===== src/rtl/ysyx_25020047_ifu_pkg.sv =====
// ---------------------------------------------------------------------------
// ysyx_25020047_pkg
// Shared definitions for the instruction fetch unit:
//   ifu_state_e       fetch FSM states
//   RESET_PC_DEFAULT  fetch address after reset
//   INST_NOP          canonical RV32 nop (addi x0, x0, 0)
//   XLEN              address / instruction width (only 32 is supported)
// ---------------------------------------------------------------------------
package ysyx_25020047_pkg;

    localparam int          XLEN             = 32;
    localparam logic [31:0] RESET_PC_DEFAULT = 32'h8000_0000;
    localparam logic [31:0] INST_NOP         = 32'h0000_0013;

    typedef enum logic [1:0] {
        IDLE = 2'd0,
        REQ  = 2'd1,
        WAIT = 2'd2,
        HOLD = 2'd3
    } ifu_state_e;

endpackage


===== src/rtl/ysyx_25020047_ifu_if.sv =====
// ---------------------------------------------------------------------------
// ysyx_25020047_ifu_if
// Bundles the IFU's three handshakes:
//   imem request   : imem_req_valid / imem_req_ready / imem_req_addr
//   imem response  : imem_rsp_valid / imem_rsp_ready / imem_rsp_data / imem_rsp_err
//   redirect       : redirect_valid (one-cycle pulse) / redirect_pc
//   decode output  : inst_valid / inst_ready / inst / inst_pc / inst_snpc / inst_err
// Modports:
//   master - the IFU side (drives requests and the decode output)
//   slave  - the environment side (memory, execute/writeback, decode)
// ---------------------------------------------------------------------------
interface ysyx_25020047_ifu_if;
    import ysyx_25020047_pkg::*;

    logic            imem_req_valid;
    logic            imem_req_ready;
    logic [XLEN-1:0] imem_req_addr;

    logic            imem_rsp_valid;
    logic            imem_rsp_ready;
    logic [XLEN-1:0] imem_rsp_data;
    logic            imem_rsp_err;

    logic            redirect_valid;
    logic [XLEN-1:0] redirect_pc;

    logic            inst_valid;
    logic            inst_ready;
    logic [XLEN-1:0] inst;
    logic [XLEN-1:0] inst_pc;
    logic [XLEN-1:0] inst_snpc;
    logic            inst_err;

    modport master (
        output imem_req_valid, imem_req_addr, imem_rsp_ready,
               inst_valid, inst, inst_pc, inst_snpc, inst_err,
        input  imem_req_ready, imem_rsp_valid, imem_rsp_data, imem_rsp_err,
               redirect_valid, redirect_pc, inst_ready
    );

    modport slave (
        input  imem_req_valid, imem_req_addr, imem_rsp_ready,
               inst_valid, inst, inst_pc, inst_snpc, inst_err,
        output imem_req_ready, imem_rsp_valid, imem_rsp_data, imem_rsp_err,
               redirect_valid, redirect_pc, inst_ready
    );

endinterface


===== src/rtl/ysyx_25020047_ifu_perfcnt.sv =====
// ---------------------------------------------------------------------------
// ysyx_25020047_perfcnt
// Generic event counter: increments by one on every clock edge where en is
// high, wraps modulo 2^W.
// Ports:
//   clk  in   clock, rising edge
//   rst  in   asynchronous active-high reset (count -> 0)
//   en   in   count enable
//   cnt  out  current count
// ---------------------------------------------------------------------------
module ysyx_25020047_perfcnt
    import ysyx_25020047_pkg::*;
#(
    parameter int W = XLEN
) (
    input  logic         clk,
    input  logic         rst,
    input  logic         en,
    output logic [W-1:0] cnt
);

    always_ff @(posedge clk or posedge rst) begin
        if (rst) begin
            cnt <= '0;
        end else if (en) begin
            cnt <= cnt + W'(1);
        end
    end

endmodule


===== src/rtl/ysyx_25020047_ifu.sv =====
// ---------------------------------------------------------------------------
// ysyx_25020047_ifu
// Instruction fetch unit in front of decode. Owns the fetch PC, issues one
// word fetch at a time to instruction memory, presents the fetched word with
// its PC to decode, and discards fetches made stale by a redirect.
//
// Parameters:
//   XLEN      address / instruction width (only 32 is supported)
//   RESET_PC  first fetch address after reset
// Ports:
//   clk   in   clock, rising edge
//   rst   in   asynchronous active-high reset
//   bus   ysyx_25020047_ifu_if.master (imem request/response, redirect,
//         decode output handshake)
//   perf_fetch_cnt / perf_stall_cnt  out  only when YSYX_25020047_IFU_PERF_EN
//         is defined: instructions handed to decode, cycles spent in REQ/WAIT
//
// Optional feature macro: YSYX_25020047_IFU_PERF_EN
// ---------------------------------------------------------------------------
module ysyx_25020047_ifu
    import ysyx_25020047_pkg::*;
#(
    parameter int              XLEN     = 32,
    parameter logic [XLEN-1:0] RESET_PC = RESET_PC_DEFAULT
) (
    input  logic                       clk,
    input  logic                       rst,
    ysyx_25020047_ifu_if.master        bus
`ifdef YSYX_25020047_IFU_PERF_EN
    ,
    output logic [31:0]                perf_fetch_cnt,
    output logic [31:0]                perf_stall_cnt
`endif
);

    ifu_state_e      state;
    ifu_state_e      state_nxt;

    logic [XLEN-1:0] pc;
    logic [XLEN-1:0] pc_nxt;
    logic            drop;
    logic            drop_nxt;
    logic [XLEN-1:0] req_addr;
    logic [XLEN-1:0] inst_q;
    logic [XLEN-1:0] inst_pc_q;
    logic [XLEN-1:0] inst_snpc_q;
    logic            inst_err_q;

    // Decisions produced by the next-state logic for the datapath registers.
    logic            enter_req;   // leaving current state towards a fresh fetch
    logic            misaligned;  // that fresh fetch address is not word aligned
    logic            cap_rsp;     // latch a good memory response for decode
    logic            cap_fault;   // latch a misaligned-PC fault for decode

    logic            req_valid;
    logic            rsp_ready;
    logic            inst_valid;

    logic            req_fire;
    logic            rsp_fire;
    logic            inst_fire;

    assign req_fire  = req_valid  && bus.imem_req_ready;
    assign rsp_fire  = rsp_ready  && bus.imem_rsp_valid;
    assign inst_fire = inst_valid && bus.inst_ready;

    assign misaligned = (pc_nxt[1:0] != 2'b00);

    // -----------------------------------------------------------------------
    // State register
    // -----------------------------------------------------------------------
    always_ff @(posedge clk or posedge rst) begin
        if (rst) begin
            state <= IDLE;
        end else begin
            state <= state_nxt;
        end
    end

    // -----------------------------------------------------------------------
    // Next-state and PC selection
    // -----------------------------------------------------------------------
    always_comb begin
        state_nxt = state;
        pc_nxt    = pc;
        drop_nxt  = drop;
        enter_req = 1'b0;
        cap_rsp   = 1'b0;
        cap_fault = 1'b0;

        case (state)
            IDLE: begin
                if (bus.redirect_valid) begin
                    pc_nxt = bus.redirect_pc;
                end
                enter_req = 1'b1;
            end

            REQ: begin
                // The request on the bus is already visible to memory, so a
                // redirect cannot withdraw it; its response gets discarded.
                if (bus.redirect_valid) begin
                    pc_nxt   = bus.redirect_pc;
                    drop_nxt = 1'b1;
                end
                if (req_fire) begin
                    state_nxt = WAIT;
                end
            end

            WAIT: begin
                if (bus.redirect_valid) begin
                    pc_nxt   = bus.redirect_pc;
                    drop_nxt = 1'b1;
                end
                if (rsp_fire) begin
                    // A redirect arriving alongside the response also kills it.
                    if (drop || bus.redirect_valid) begin
                        drop_nxt  = 1'b0;
                        enter_req = 1'b1;
                    end else begin
                        cap_rsp   = 1'b1;
                        state_nxt = HOLD;
                    end
                end
            end

            HOLD: begin
                if (inst_fire) begin
                    pc_nxt = pc + XLEN'(4);
                end
                // Redirect wins over the sequential PC even when decode takes
                // the current instruction in the same cycle.
                if (bus.redirect_valid) begin
                    pc_nxt = bus.redirect_pc;
                end
                if (inst_fire || bus.redirect_valid) begin
                    enter_req = 1'b1;
                end
            end

            default: begin
                state_nxt = IDLE;
            end
        endcase

        // A misaligned fetch address never reaches memory: the fault is
        // reported straight to decode instead.
        if (enter_req) begin
            if (misaligned) begin
                state_nxt = HOLD;
                cap_fault = 1'b1;
            end else begin
                state_nxt = REQ;
            end
        end
    end

    // -----------------------------------------------------------------------
    // Handshake outputs, decoded from state
    // -----------------------------------------------------------------------
    always_comb begin
        req_valid  = 1'b0;
        rsp_ready  = 1'b0;
        inst_valid = 1'b0;
        case (state)
            REQ:     req_valid  = 1'b1;
            WAIT:    rsp_ready  = 1'b1;
            HOLD:    inst_valid = 1'b1;
            default: ;
        endcase
    end

    // -----------------------------------------------------------------------
    // PC, drop flag, request address and decode output registers
    // -----------------------------------------------------------------------
    always_ff @(posedge clk or posedge rst) begin
        if (rst) begin
            pc          <= RESET_PC;
            drop        <= 1'b0;
            req_addr    <= RESET_PC;
            inst_q      <= '0;
            inst_pc_q   <= RESET_PC;
            inst_snpc_q <= RESET_PC + XLEN'(4);
            inst_err_q  <= 1'b0;
        end else begin
            pc   <= pc_nxt;
            drop <= drop_nxt;

            // The request address is frozen for the whole REQ visit so that
            // redirects only move pc, never the pending request.
            if (enter_req && !misaligned) begin
                req_addr <= pc_nxt;
            end

            if (cap_rsp) begin
                inst_q      <= bus.imem_rsp_data;
                inst_pc_q   <= pc;
                inst_snpc_q <= pc + XLEN'(4);
                inst_err_q  <= bus.imem_rsp_err;
            end else if (cap_fault) begin
                inst_q      <= '0;
                inst_pc_q   <= pc_nxt;
                inst_snpc_q <= pc_nxt + XLEN'(4);
                inst_err_q  <= 1'b1;
            end
        end
    end

    assign bus.imem_req_valid = req_valid;
    assign bus.imem_req_addr  = req_addr;
    assign bus.imem_rsp_ready = rsp_ready;
    assign bus.inst_valid     = inst_valid;
    assign bus.inst           = inst_q;
    assign bus.inst_pc        = inst_pc_q;
    assign bus.inst_snpc      = inst_snpc_q;
    assign bus.inst_err       = inst_err_q;

`ifdef YSYX_25020047_IFU_PERF_EN
    logic stall_en;
    assign stall_en = (state == REQ) || (state == WAIT);

    ysyx_25020047_perfcnt #(.W(32)) u_fetch_cnt (
        .clk (clk),
        .rst (rst),
        .en  (inst_fire),
        .cnt (perf_fetch_cnt)
    );

    ysyx_25020047_perfcnt #(.W(32)) u_stall_cnt (
        .clk (clk),
        .rst (rst),
        .en  (stall_en),
        .cnt (perf_stall_cnt)
    );
`endif

endmodule


===== src/flat_wrapper.sv =====
// flat-port wrapper written by rule: the top's interface ports become plain ports
module ysyx_25020047_ifu_flat import ysyx_25020047_pkg::*;
#(
    parameter int              XLEN     = 32,
    parameter logic [XLEN-1:0] RESET_PC = RESET_PC_DEFAULT
)
  (clk, rst, bus_imem_req_valid, bus_imem_req_addr, bus_imem_rsp_ready, bus_inst_valid, bus_inst, bus_inst_pc, bus_inst_snpc, bus_inst_err, bus_imem_req_ready, bus_imem_rsp_valid, bus_imem_rsp_data, bus_imem_rsp_err, bus_redirect_valid, bus_redirect_pc, bus_inst_ready);
  ysyx_25020047_ifu_if bus_i ();
  input  logic clk;
  input  logic rst;
  output wire logic [$bits(bus_i.imem_req_valid)-1:0] bus_imem_req_valid;
  output wire logic [$bits(bus_i.imem_req_addr)-1:0] bus_imem_req_addr;
  output wire logic [$bits(bus_i.imem_rsp_ready)-1:0] bus_imem_rsp_ready;
  output wire logic [$bits(bus_i.inst_valid)-1:0] bus_inst_valid;
  output wire logic [$bits(bus_i.inst)-1:0] bus_inst;
  output wire logic [$bits(bus_i.inst_pc)-1:0] bus_inst_pc;
  output wire logic [$bits(bus_i.inst_snpc)-1:0] bus_inst_snpc;
  output wire logic [$bits(bus_i.inst_err)-1:0] bus_inst_err;
  input wire logic [$bits(bus_i.imem_req_ready)-1:0] bus_imem_req_ready;
  input wire logic [$bits(bus_i.imem_rsp_valid)-1:0] bus_imem_rsp_valid;
  input wire logic [$bits(bus_i.imem_rsp_data)-1:0] bus_imem_rsp_data;
  input wire logic [$bits(bus_i.imem_rsp_err)-1:0] bus_imem_rsp_err;
  input wire logic [$bits(bus_i.redirect_valid)-1:0] bus_redirect_valid;
  input wire logic [$bits(bus_i.redirect_pc)-1:0] bus_redirect_pc;
  input wire logic [$bits(bus_i.inst_ready)-1:0] bus_inst_ready;
  assign bus_imem_req_valid = bus_i.imem_req_valid;
  assign bus_imem_req_addr = bus_i.imem_req_addr;
  assign bus_imem_rsp_ready = bus_i.imem_rsp_ready;
  assign bus_inst_valid = bus_i.inst_valid;
  assign bus_inst = bus_i.inst;
  assign bus_inst_pc = bus_i.inst_pc;
  assign bus_inst_snpc = bus_i.inst_snpc;
  assign bus_inst_err = bus_i.inst_err;
  assign bus_i.imem_req_ready = bus_imem_req_ready;
  assign bus_i.imem_rsp_valid = bus_imem_rsp_valid;
  assign bus_i.imem_rsp_data = bus_imem_rsp_data;
  assign bus_i.imem_rsp_err = bus_imem_rsp_err;
  assign bus_i.redirect_valid = bus_redirect_valid;
  assign bus_i.redirect_pc = bus_redirect_pc;
  assign bus_i.inst_ready = bus_inst_ready;
  ysyx_25020047_ifu #(.XLEN(XLEN), .RESET_PC(RESET_PC)) u_core (.clk(clk), .rst(rst), .bus(bus_i));
endmodule

===== config.mk =====
export PLATFORM = sky130hd
export DESIGN_NAME = ysyx_25020047_ifu_flat
export DESIGN_NICKNAME = d
export VERILOG_FILES = /design/src/rtl/ysyx_25020047_ifu_pkg.sv /design/src/rtl/ysyx_25020047_ifu_if.sv /design/src/rtl/ysyx_25020047_ifu_perfcnt.sv /design/src/rtl/ysyx_25020047_ifu.sv /design/src/flat_wrapper.sv
export SDC_FILE = /design/constraint.sdc
export NUM_CORES = 1
export LEC_CHECK = 0
export ABC_AREA = 1
export ABC_CLOCK_PERIOD_IN_PS = 5100
export CORE_MARGIN = 2
export CORE_UTILIZATION = 30
export CTS_BUF_LIST = sky130_fd_sc_hd__clkbuf_2
export CTS_CLUSTER_DIAMETER = 80
export CTS_CLUSTER_SIZE = 28
export DETAILED_ROUTE_END_ITERATION = 8
export DONT_BUFFER_PORTS = 1
export GPL_TIMING_DRIVEN = 0
export SYNTH_ARGS = -nofsm -noshare
export SYNTH_HDL_FRONTEND = slang
export SYNTH_SLANG_ARGS = --single-unit

===== constraint.sdc =====
create_clock -name clk -period 5.1 [get_ports clk]
set_input_delay 0.765 -clock clk [delete_from_list [all_inputs] [get_ports clk]]
set_output_delay 0.765 -clock clk [all_outputs]
set_load 0.05 [all_outputs]

==> results_dict.tcl <==
set metrics [dict create \
    numCtsBuffers 17 \
    cts_max_path_buffers 2 \
    critPathTopFamily "simple AND/OR/NAND/NOR gates" \
    cts_tree "done" \
    intPower_uw 2560 \
    holdCritPathClass "input port to flip-flop" \
    period_minus_slack_ns 3.80 \
    drive_above_1_share 0.133 \
    drt-initial-drc-count 622 \
    dp_hpwl_um 25600 \
    synth.area.top_cells "dfrtp_1 44%, nand2_1 11%, nand3_1 5.2%" \
    port_buffers 0 \
    path_clk_slew_ns 0.25 \
    powerDensity_nw_per_um2 664 \
    r2r-start "u_core.state[0]" \
    hold_violations 0 \
    ys_warn_count 0 \
    route.met2.wl_um 15800 \
    gr-usage-all-layers 0.216 \
    synth_edf_count 0 \
    peakVddDrop_mv 0.215 \
    arrival_ns 4.52 \
    area_growth_pct 9.85 \
    chipWidth_um 177 \
    synth_async_sr_flop_share 1.00 \
    fin_worst_skew_ns 0.0780 \
    worstRegToRegCells 14 \
    ys_ff_latch 162 \
    clockPowerShare 0.100 \
    yosys_most_used_dff "dfrtp_1" \
    critPathLaunchType "flip-flop" \
    p_sw_uw 3990 \
    crit_slowest_cell "nor2_1" \
    synth_most_common_cell "nand2_1" \
    clk_latency_ns 0.85 \
    timing.final.crit_share 0.746 \
    crit_required_ns 5.81 \
    routed_wl_um 33700 \
    syn_nets 1221 \
    dieArea_um2 31300 \
    dpl_cell_area_um2 9540 \
    synth_cell_type_count 41 \
    outcome "completed" \
    final_area_um2 9850 \
    highest_layer "met4" \
    drv_slew 0 \
    vias 8158 \
    htreeDepth 4 \
    setup.worst_path.start "u_core.state[0]" \
    p_leak_uw 0.00452 \
    power.share.switching 0.610 \
    power_frac_seq 0.532 \
    clock-sinks 162 \
    setup.worst_path.class "flip-flop to flip-flop" \
    core_region_area_um2 29600 \
    grt_pass1_wl_um 49300 \
    setup_viol 0 \
    syn_avg_cell_area_um2 7.83 \
    synth_commonest_cells "272 x nand2_1, 157 x dfrtp_1, 122 x nor2_1" \
    viasPerCell 5.15 \
    die_h_um 177 \
    yosys.area.top_type_share 0.438 \
    fmax_ghz 0.263 \
    r2r_end "u_core.bus.inst_snpc[30]" \
    final.setup.tns_ns 0 \
    gp_congestion 0.976 \
    finalPower_uw 6540 \
    worst-slew-pin-transition_ns 0.973 \
    finalNetCount 1255 \
    grt_max_degree 43 \
    combinationalPowerShare 0.368 \
    maxSlewHeadroom 0.351 \
    grt_overflow 0 \
    crit_path_max_incr_delay_ns 0.61 \
    ant_nets 0 \
    met1_length_um 13200 \
    antenna_found_initial 3 \
    rsz0062_at_grt "no" \
    synth.yosys.seq_area_share 0.453 \
    wl_met3_um 3690 \
    rows 63 \
    rrSetupSlack_ns 1.30 \
    worstSetupEndpoint "u_core.bus.inst_snpc[30]" \
    drt_pre_antenna_iters 5 \
    drv_cap 0 \
    cts_resized 0 \
    endpoint_kind "flip-flop" \
    cts_root_buf "clkbuf_2" \
    drc 0 \
    num_io_pins 203 \
    worstPathMaxFanout 10 \
    routedWlPerCell_um 21.2 \
    crit_top_cell "nor2_1" \
    cp_cell_sequence "ha_1 > nor2_1 > clkinv_1 > clkbuf_1 > o21ai_0 > a21oi_1 > nor2_1 > nand2_1 > nor2_1 > nand3_1 > nand2_1 > nand2_1 > nor2_1 > nor2_1" \
    cp.depth 14 \
    start_util 0.303 \
    yosysTopAreaCell "dfrtp_1" \
    grt_pass1_vias 7765 \
    netlist_area_um2 8960 \
    path_buf_inv 2 \
    syn-instance-count 1145 \
]
[area by class of cell]
class	count	area [µm²]
clock buffers	17	85.1
repair buffers	15	190
well taps	390	488
flip-flops and latches	162	4060
inverters	126	477
plain buffers	48	211
multi-input cells	809	4220
diodes	3	7.51
fillers	3166	19700
clock inverters	15	109
[worst min-delay path by stage]
stage / startpoint / endpoint / slack, ns / cells after the start
6_report: bus_imem_rsp_data[4] / u_core.bus.inst[4] / 0.07 / 1
3_3_place_gp: u_core.drop / u_core.drop / 0.48 / 2
4_1_cts: bus_imem_rsp_data[14] / u_core.bus.inst[14] / 0.002 / 1
3_5_place_dp: u_core.drop / u_core.drop / 0.50 / 2
2_1_floorplan: u_core.drop / u_core.drop / 0.46 / 2
5_1_grt: bus_imem_rsp_data[18] / u_core.bus.inst[18] / -0.007 / 1
[state kept, by name, indices dropped and copies added (netlist names)]
name	count
u_core.bus.imem_req_addr	32
u_core.bus.inst	32
u_core.bus.inst_snpc	32
u_core.pc	32
u_core.bus.inst_pc	30
u_core.state	2
u_core.bus.inst_err	1
u_core.drop	1
[per-layer routing]
metal,track usage,up-vias
met5,0,-
met4,0.0802,0
met1,0.263,3860
met2,0.346,397
li1,-,3846
met3,0.0842,55
[metrics by stage]
step	setup slack, ns	instances	utilization	hold WS, ns
floorplan	2.28	1145	-	0.464
global placement	1.35	1535	0.320	0.478
detailed placement	1.41	1539	0.323	0.502
CTS	1.35	1572	0.329	0.00162
global route	1.09	1584	0.333	-0.00692
finish	1.30	1585	0.333	0.0657
[cell families (layout without fill, tap and decap cells)]
| logic type | count (synthesis) | count (layout) | share of synthesized area |
|---|---|---|---|
| adders and majority gates | 5 | 5 | 0.00698 |
| xor gates and xnor gates | 2 | 2 | 0.00195 |
| AOI/OAI and AO/OA | 216 | 216 | 0.151 |
| buffers and inverters | 174 | 221 | 0.0764 |
| and+or+nand+nor | 586 | 586 | 0.311 |
| DFF | 162 | 162 | 0.453 |
| other | 0 | 3 | 0 |
[cells in the final DEF, fill, tap and decap left out, types with 6 or more instances in the layout]
| master | Yosys | final |
|---|---|---|
| o21ai_1 | 9 | 9 |
| inv_1 | 111 | 110 |
| nand4_1 | 8 | 8 |
| nor2_2 | 12 | 12 |
| dlygate4sd3_1 | 0 | 11 |
| a21oi_1 | 58 | 58 |
| clkbuf_2 | 0 | 17 |
| dfrtp_1 | 157 | 157 |
| or2_2 | 6 | 6 |
| inv_2 | 14 | 14 |
| nor2_1 | 122 | 122 |
| clkbuf_1 | 29 | 29 |
| o22ai_1 | 31 | 31 |
| o221ai_1 | 13 | 13 |
| nor2_4 | 12 | 12 |
| nand2_4 | 10 | 10 |
| nand2_2 | 28 | 28 |
| nand3_2 | 11 | 11 |
| nand2_1 | 272 | 272 |
| nand3_1 | 93 | 93 |
| o21ai_0 | 53 | 53 |
| a22o_1 | 33 | 33 |
| buf_2 | 13 | 13 |
[power by group through the flow]
stage               logic, µW  registers [µW]  clock network (µW)
floorplan                1700            3310                   0
global placement         2320            3520                   0
detailed placement       2360            3530                   0
CTS                      2380            3500                 668
global route             2660            3570                 724
finish                   2410            3480                 653
[what timing repair did]
item / in CTS / in global routing
buffers inserted: 0 / 0
endpoints found under the hold margin: 18 / 10
hold buffers: 1 / 10
Note: power is estimated with default switching activity, not from simulation.
